$ cat config.mk
export PLATFORM = sky130hd
export DESIGN_NAME = serial_add_sub_comp
export DESIGN_NICKNAME = d
export VERILOG_FILES = /design/src/rtl/serial_add_sub_comp.sv
export SDC_FILE = /design/constraint.sdc
export NUM_CORES = 1
export LEC_CHECK = 0
export CORE_MARGIN = 2
export CORE_UTILIZATION = 30
export CTS_BUF_LIST = sky130_fd_sc_hd__clkbuf_4 sky130_fd_sc_hd__clkbuf_8 sky130_fd_sc_hd__clkbuf_16
export DETAILED_ROUTE_END_ITERATION = 16
export GPL_ROUTABILITY_DRIVEN = 1
export SYNTH_ARGS = -nofsm -noshare
export SYNTH_HDL_FRONTEND = slang
export SYNTH_SLANG_ARGS = --single-unit
$ cat constraint.sdc
create_clock -name clk -period 1.9 [get_ports clk]
set_input_delay 0.285 -clock clk [delete_from_list [all_inputs] [get_ports clk]]
set_output_delay 0.285 -clock clk [all_outputs]
set_load 0.005 [all_outputs]
$ cat src/rtl/serial_add_sub_comp.sv
// serial_add_sub_comp: bit-serial add/sub/compare responder, LSB first, one bit per clock.
// Optional SERIAL_ARITH_OVF_EN adds the signed-overflow output ovf.
module serial_add_sub_comp #(
   parameter int N = 4
) (
   input  logic         clk,
   input  logic         rst,
   input  logic         req_valid,
   output logic         req_ready,
   input  logic [N-1:0] a,
   input  logic [N-1:0] b,
   input  logic         cin,
   input  logic         borin,
   input  logic         oprtn1,
   input  logic         oprtn2,
   input  logic         oprtn3,
   output logic         rsp_valid,
   input  logic         rsp_ready,
   output logic [N-1:0] sum,
   output logic         cout,
   output logic [N-1:0] diff,
   output logic         borout,
   output logic         aisbig,
   output logic         bisbig,
   output logic         equal,
`ifdef SERIAL_ARITH_OVF_EN
   output logic         ovf,
`endif
   output logic         err
);
   localparam int CW = (N > 2) ? $clog2(N) : 1;
   typedef enum logic [1:0] {IDLE, RUN, DONE} state_t;
   state_t          state_q;
   logic [CW-1:0]   cnt_q;
   logic [N-1:0]    a_q, b_q, res_q, sum_q, diff_q;
   logic [2:0]      op_q;
   logic            c_q, gt_q, lt_q, req_ready_q, rsp_valid_q;
   logic            cout_q, borout_q, aisbig_q, bisbig_q, equal_q, err_q, ovf_q;
   logic            ai, bi, s_d, c_d, gt_d, lt_d, last_d, onehot_d;
   logic [2:0]      sel_d;
   logic [N-1:0]    res_d;
   // per-bit serial datapath; op_q is {add, sub, cmp}, all-zero marks an illegal request
   always_comb begin
      ai       = a_q[0];
      bi       = b_q[0];
      sel_d    = {oprtn1, oprtn2, oprtn3};
      onehot_d = (sel_d == 3'b100) | (sel_d == 3'b010) | (sel_d == 3'b001);
      s_d      = ai ^ bi ^ c_q;
      c_d      = op_q[1] ? ((~ai & bi) | (~(ai ^ bi) & c_q)) : ((ai & bi) | (ai & c_q) | (bi & c_q));
      gt_d     = (ai ^ bi) ? ai : gt_q;
      lt_d     = (ai ^ bi) ? bi : lt_q;
      res_d    = {s_d, res_q[N-1:1]};
      last_d   = (cnt_q == CW'(N - 1)) | ~|op_q;
   end
   // control FSM with registered handshake and result outputs
   always_ff @(posedge clk or posedge rst) begin
      if (rst) begin
         state_q     <= IDLE;
         cnt_q       <= '0;
         a_q         <= '0;
         b_q         <= '0;
         res_q       <= '0;
         op_q        <= '0;
         c_q         <= 1'b0;
         gt_q        <= 1'b0;
         lt_q        <= 1'b0;
         req_ready_q <= 1'b1;
         rsp_valid_q <= 1'b0;
         sum_q       <= '0;
         diff_q      <= '0;
         cout_q      <= 1'b0;
         borout_q    <= 1'b0;
         aisbig_q    <= 1'b0;
         bisbig_q    <= 1'b0;
         equal_q     <= 1'b0;
         err_q       <= 1'b0;
         ovf_q       <= 1'b0;
      end else begin
         case (state_q)
            IDLE: if (req_valid) begin
               a_q         <= a;
               b_q         <= b;
               op_q        <= onehot_d ? sel_d : 3'b000;
               cnt_q       <= '0;
               res_q       <= '0;
               c_q         <= oprtn1 ? cin : (oprtn2 & borin);
               gt_q        <= 1'b0;
               lt_q        <= 1'b0;
               req_ready_q <= 1'b0;
               state_q     <= RUN;
            end
            RUN: begin
               a_q   <= a_q >> 1;
               b_q   <= b_q >> 1;
               res_q <= res_d;
               c_q   <= c_d;
               gt_q  <= gt_d;
               lt_q  <= lt_d;
               cnt_q <= cnt_q + CW'(1);
               if (last_d) begin
                  state_q     <= DONE;
                  rsp_valid_q <= 1'b1;
                  sum_q       <= op_q[2] ? res_d : '0;
                  diff_q      <= op_q[1] ? res_d : '0;
                  cout_q      <= op_q[2] & c_d;
                  borout_q    <= op_q[1] & c_d;
                  aisbig_q    <= op_q[0] & gt_d;
                  bisbig_q    <= op_q[0] & lt_d;
                  equal_q     <= op_q[0] & ~gt_d & ~lt_d;
                  err_q       <= ~|op_q;
                  ovf_q       <= (op_q[2] | op_q[1]) & (c_q ^ c_d);
               end
            end
            DONE: if (rsp_ready) begin
               state_q     <= IDLE;
               rsp_valid_q <= 1'b0;
               req_ready_q <= 1'b1;
               sum_q       <= '0;
               diff_q      <= '0;
               cout_q      <= 1'b0;
               borout_q    <= 1'b0;
               aisbig_q    <= 1'b0;
               bisbig_q    <= 1'b0;
               equal_q     <= 1'b0;
               err_q       <= 1'b0;
               ovf_q       <= 1'b0;
            end
            default: state_q <= IDLE;
         endcase
      end
   end
   assign req_ready = req_ready_q;
   assign rsp_valid = rsp_valid_q;
   assign sum       = sum_q;
   assign diff      = diff_q;
   assign cout      = cout_q;
   assign borout    = borout_q;
   assign aisbig    = aisbig_q;
   assign bisbig    = bisbig_q;
   assign equal     = equal_q;
   assign err       = err_q;
`ifdef SERIAL_ARITH_OVF_EN
   assign ovf       = ovf_q;
`else
   logic unused_ovf;
   assign unused_ovf = ovf_q;
`endif
endmodule

==> results.json <==
{
  "dieHeight_um": 81.1,
  "ys_seq_elements": 37,
  "gr-usage-all-layers_pct": 11.6,
  "drive_gt1_share_pct": 15.2,
  "gp_congestion": 0.730,
  "dp.final_hpwl_mm": 2.52,
  "routed-wl-met2_mm": 1.46,
  "min_period_ps": 1730,
  "worst-setup-path-type": "reg2reg",
  "post-cts-setup-buffers": 0,
  "clock_sink_count": 37,
  "ys.warnings.count": 0,
  "met1_length_mm": 1.80,
  "hold_viol": 0,
  "wire_per_inst_um": 12.2,
  "mapped_cell_area_sq_um": 1790,
  "irDropWorstVdd_v": 0.000521,
  "hold_class": "in2async",
  "totalNegativeSetupSlack_ps": 0,
  "antenna_cells_inserted": 0,
  "area_delta_synth_final_pct": 30.0,
  "drv.max_cap_violation_count": 0,
  "dominantRegCellSynth": "sky130_fd_sc_hd__dfrtp_1",
  "grt.overflow.total": 0,
  "final_max_slew_viol_count": 0,
  "synthesized_net_count": 192,
  "synth_cell_types": 31,
  "first_global_vias": 1204,
  "worst_setup_path_start_kind": "flop",
  "rsz0062_at_grt": "no",
  "grt_first_pass_wirelength_mm": 5.82,
  "detail_route.drc_violations": 0,
  "worst-endpoint-required_ps": 2080,
  "core.rowCount": 28,
  "setup_violations": 0,
  "fp.coreArea_sq_um": 5850,
  "cts.repair.resized": 0,
  "postSynthAreaPerCell_sq_um": 10.4,
  "run_status": "finished, final reports clean",
  "least_margin_pin_slew_ps": 474,
  "critical_path.max_fanout": 14,
  "grt_start_max_net_pins": 38,
  "final_core_util_pct": 39.7,
  "synth.yosys.seq_area_share_pct": 51.9,
  "detailroute.wirelength.met3_um": 160,
  "die_width_um": 81.1,
  "cts-root-buf": "sky130_fd_sc_hd__clkbuf_8",
  "worst_clock_skew_ps": 7.01,
  "setup.worst_path.end_class": "flop",
  "cp_data_arrival_time_ps": 1900,
  "drt_iter0_drc": 41,
  "drt_first_pass_iters": 4,
  "max_slew_margin_pct": 68.4,
  "cts_hold_repair.buffers": 0,
  "synthCells": 171,
  "async_reset_ff_share_pct": 100,
  "placement.io_buffers": 32,
  "clock.fmax_mhz": 578,
  "antenna_found_initial": 0,
  "post_route_fraction_of_the_period_consumed_by_the_critical_path_pct": 91.0,
  "die_area_sq_um": 6580,
  "cts_inserted_buffers": 5,
  "htree_levels": 2,
  "initial_core_util_pct": 30.5,
  "static-leakage-power_uw": 0.00109,
  "totalWireLength_mm": 3.47,
  "max-clock-path-buffers": 2,
  "synth_enable_flop_cells": 0,
  "post_drt_via_cell_ratio": 4.59,
  "detailroute.via_count": 1308,
  "clkTransAtPathRegs_ps": 80,
  "topRoutingLayerUsed": "met4",
  "cts_tree": "done",
  "pin_count": 33,
  "layout.nets": 230,
  "power_per_cell_area_nw_per_um2": 1490,
  "ant_nets": 0,
  "clock_latency_ps": 290
}
-- registers in the layout (all words and copies together) (netlist names) --
register   flops
gt_q           1
res_q          3
equal          1
a_q            4
sum            4
diff           4
req_ready      1
lt_q           1
bisbig         1
c_q            1
cnt_q          2
op_q           3
cout           1
aisbig         1
borout         1
err            1
rsp_valid      1
state_q        2
b_q            4
-- routing by layer --
metal	track usage, %	vias to the layer above
met5	0	-
met4	4.58	0
met3	3.44	7
met2	16.3	30
met1	16.8	615
li1	-	656
-- Yosys cell counts (all sizes together) (2+ instances only) --
cell type / n / area, sq um
dfrtp: 36 / 901
nand2: 32 / 120
nand3: 12 / 60.1
o21ai: 12 / 60.1
inv: 10 / 37.5
mux2: 10 / 131
and3: 9 / 56.3
nor2: 8 / 30.0
a31oi: 6 / 37.5
clkbuf: 6 / 22.5
mux2i: 6 / 60.1
nand3b: 3 / 22.5
buf: 2 / 22.5
fa: 2 / 40.0
ha: 2 / 25.0
nor2b: 2 / 12.5
or3b: 2 / 20.0
-- cell type report --
class | count | area [sq um]
Clock buffer | 7 | 96.3
Sequential cell | 37 | 927
Clock inverter | 1 | 5.00
Timing Repair Buffer | 39 | 385
Fill cell | 591 | 3530
Multi-Input combinational cell | 116 | 776
Inverter | 10 | 37.5
Tap cell | 75 | 93.8
-- per-stage QoR --
step | power, uW | hold slack (ps) | std cells | instance area [sq um] | setup slack (ps)
after global routing | 3760 | 445 | 285 | 2320 | 126
after CTS | 3520 | 420 | 285 | 2320 | 168
final | 3470 | 408 | 285 | 2320 | 171
after floorplan | 2340 | 382 | 171 | 1790 | 219
after global placement | 2860 | 473 | 277 | 2220 | 95.8
after detailed placement | 2900 | 481 | 277 | 2220 | 53.0
-- path summary, 6_finish.rpt --
kind / from / to / slack [ps] / depth (start not counted)
setup / recovery: cnt_q[0]$_DFFE_PP0P_ / sum[1]$_DFFE_PP0P_ / 170 / 5
max in group asynchronous: rst / req_ready$_DFFE_PP1P_ / 1150 / 3
hold / removal: rst / rsp_valid$_DFFE_PP0P_ / 410 / 3
setup reg to reg: cnt_q[0]$_DFFE_PP0P_ / sum[1]$_DFFE_PP0P_ / 170 / 5
hold reg to reg: req_ready$_DFFE_PP1P_ / req_ready$_DFFE_PP1P_ / 490 / 2
min in group clk: req_ready$_DFFE_PP1P_ / req_ready$_DFFE_PP1P_ / 490 / 2
-- power by group --
part,switching [uW],internal [uW]
clock,274,328
sequential,255,1100
combinational,689,816
-- cell usage in the layout, fill, tap and decap left out, types with 7 or more instances in the layout --
cell	instances
sky130_fd_sc_hd__inv_1	10
sky130_fd_sc_hd__nand2_1	32
sky130_fd_sc_hd__and3_1	9
sky130_fd_sc_hd__dfrtp_1	36
sky130_fd_sc_hd__clkbuf_8	7
sky130_fd_sc_hd__o21ai_0	12
sky130_fd_sc_hd__clkdlybuf4s50_1	32
sky130_fd_sc_hd__nor2_1	8
sky130_fd_sc_hd__nand3_1	12
-- cells by family (layout without fill, tap and decap cells) --
| logic type | after synthesis | in the layout | synth area share, % |
|---|---|---|---|
| AOI/OAI and AO/OA | 22 | 22 | 8.34 |
| adders and majority gates | 4 | 4 | 3.64 |
| buffers and inverters | 18 | 57 | 4.63 |
| DFF | 37 | 37 | 51.9 |
| muxes | 16 | 16 | 10.7 |
| and+or+nand+nor | 74 | 74 | 20.7 |
-- worst max-delay path, stage by stage (launching register included) --
cell                        delay [ps]
sky130_fd_sc_hd__dfrtp_1           400
sky130_fd_sc_hd__ha_1              210
sky130_fd_sc_hd__or3b_4            400
sky130_fd_sc_hd__a2bb2oi_4         160
sky130_fd_sc_hd__buf_12            150
sky130_fd_sc_hd__mux2_4            290
Note: power is estimated with default switching activity, not from simulation.
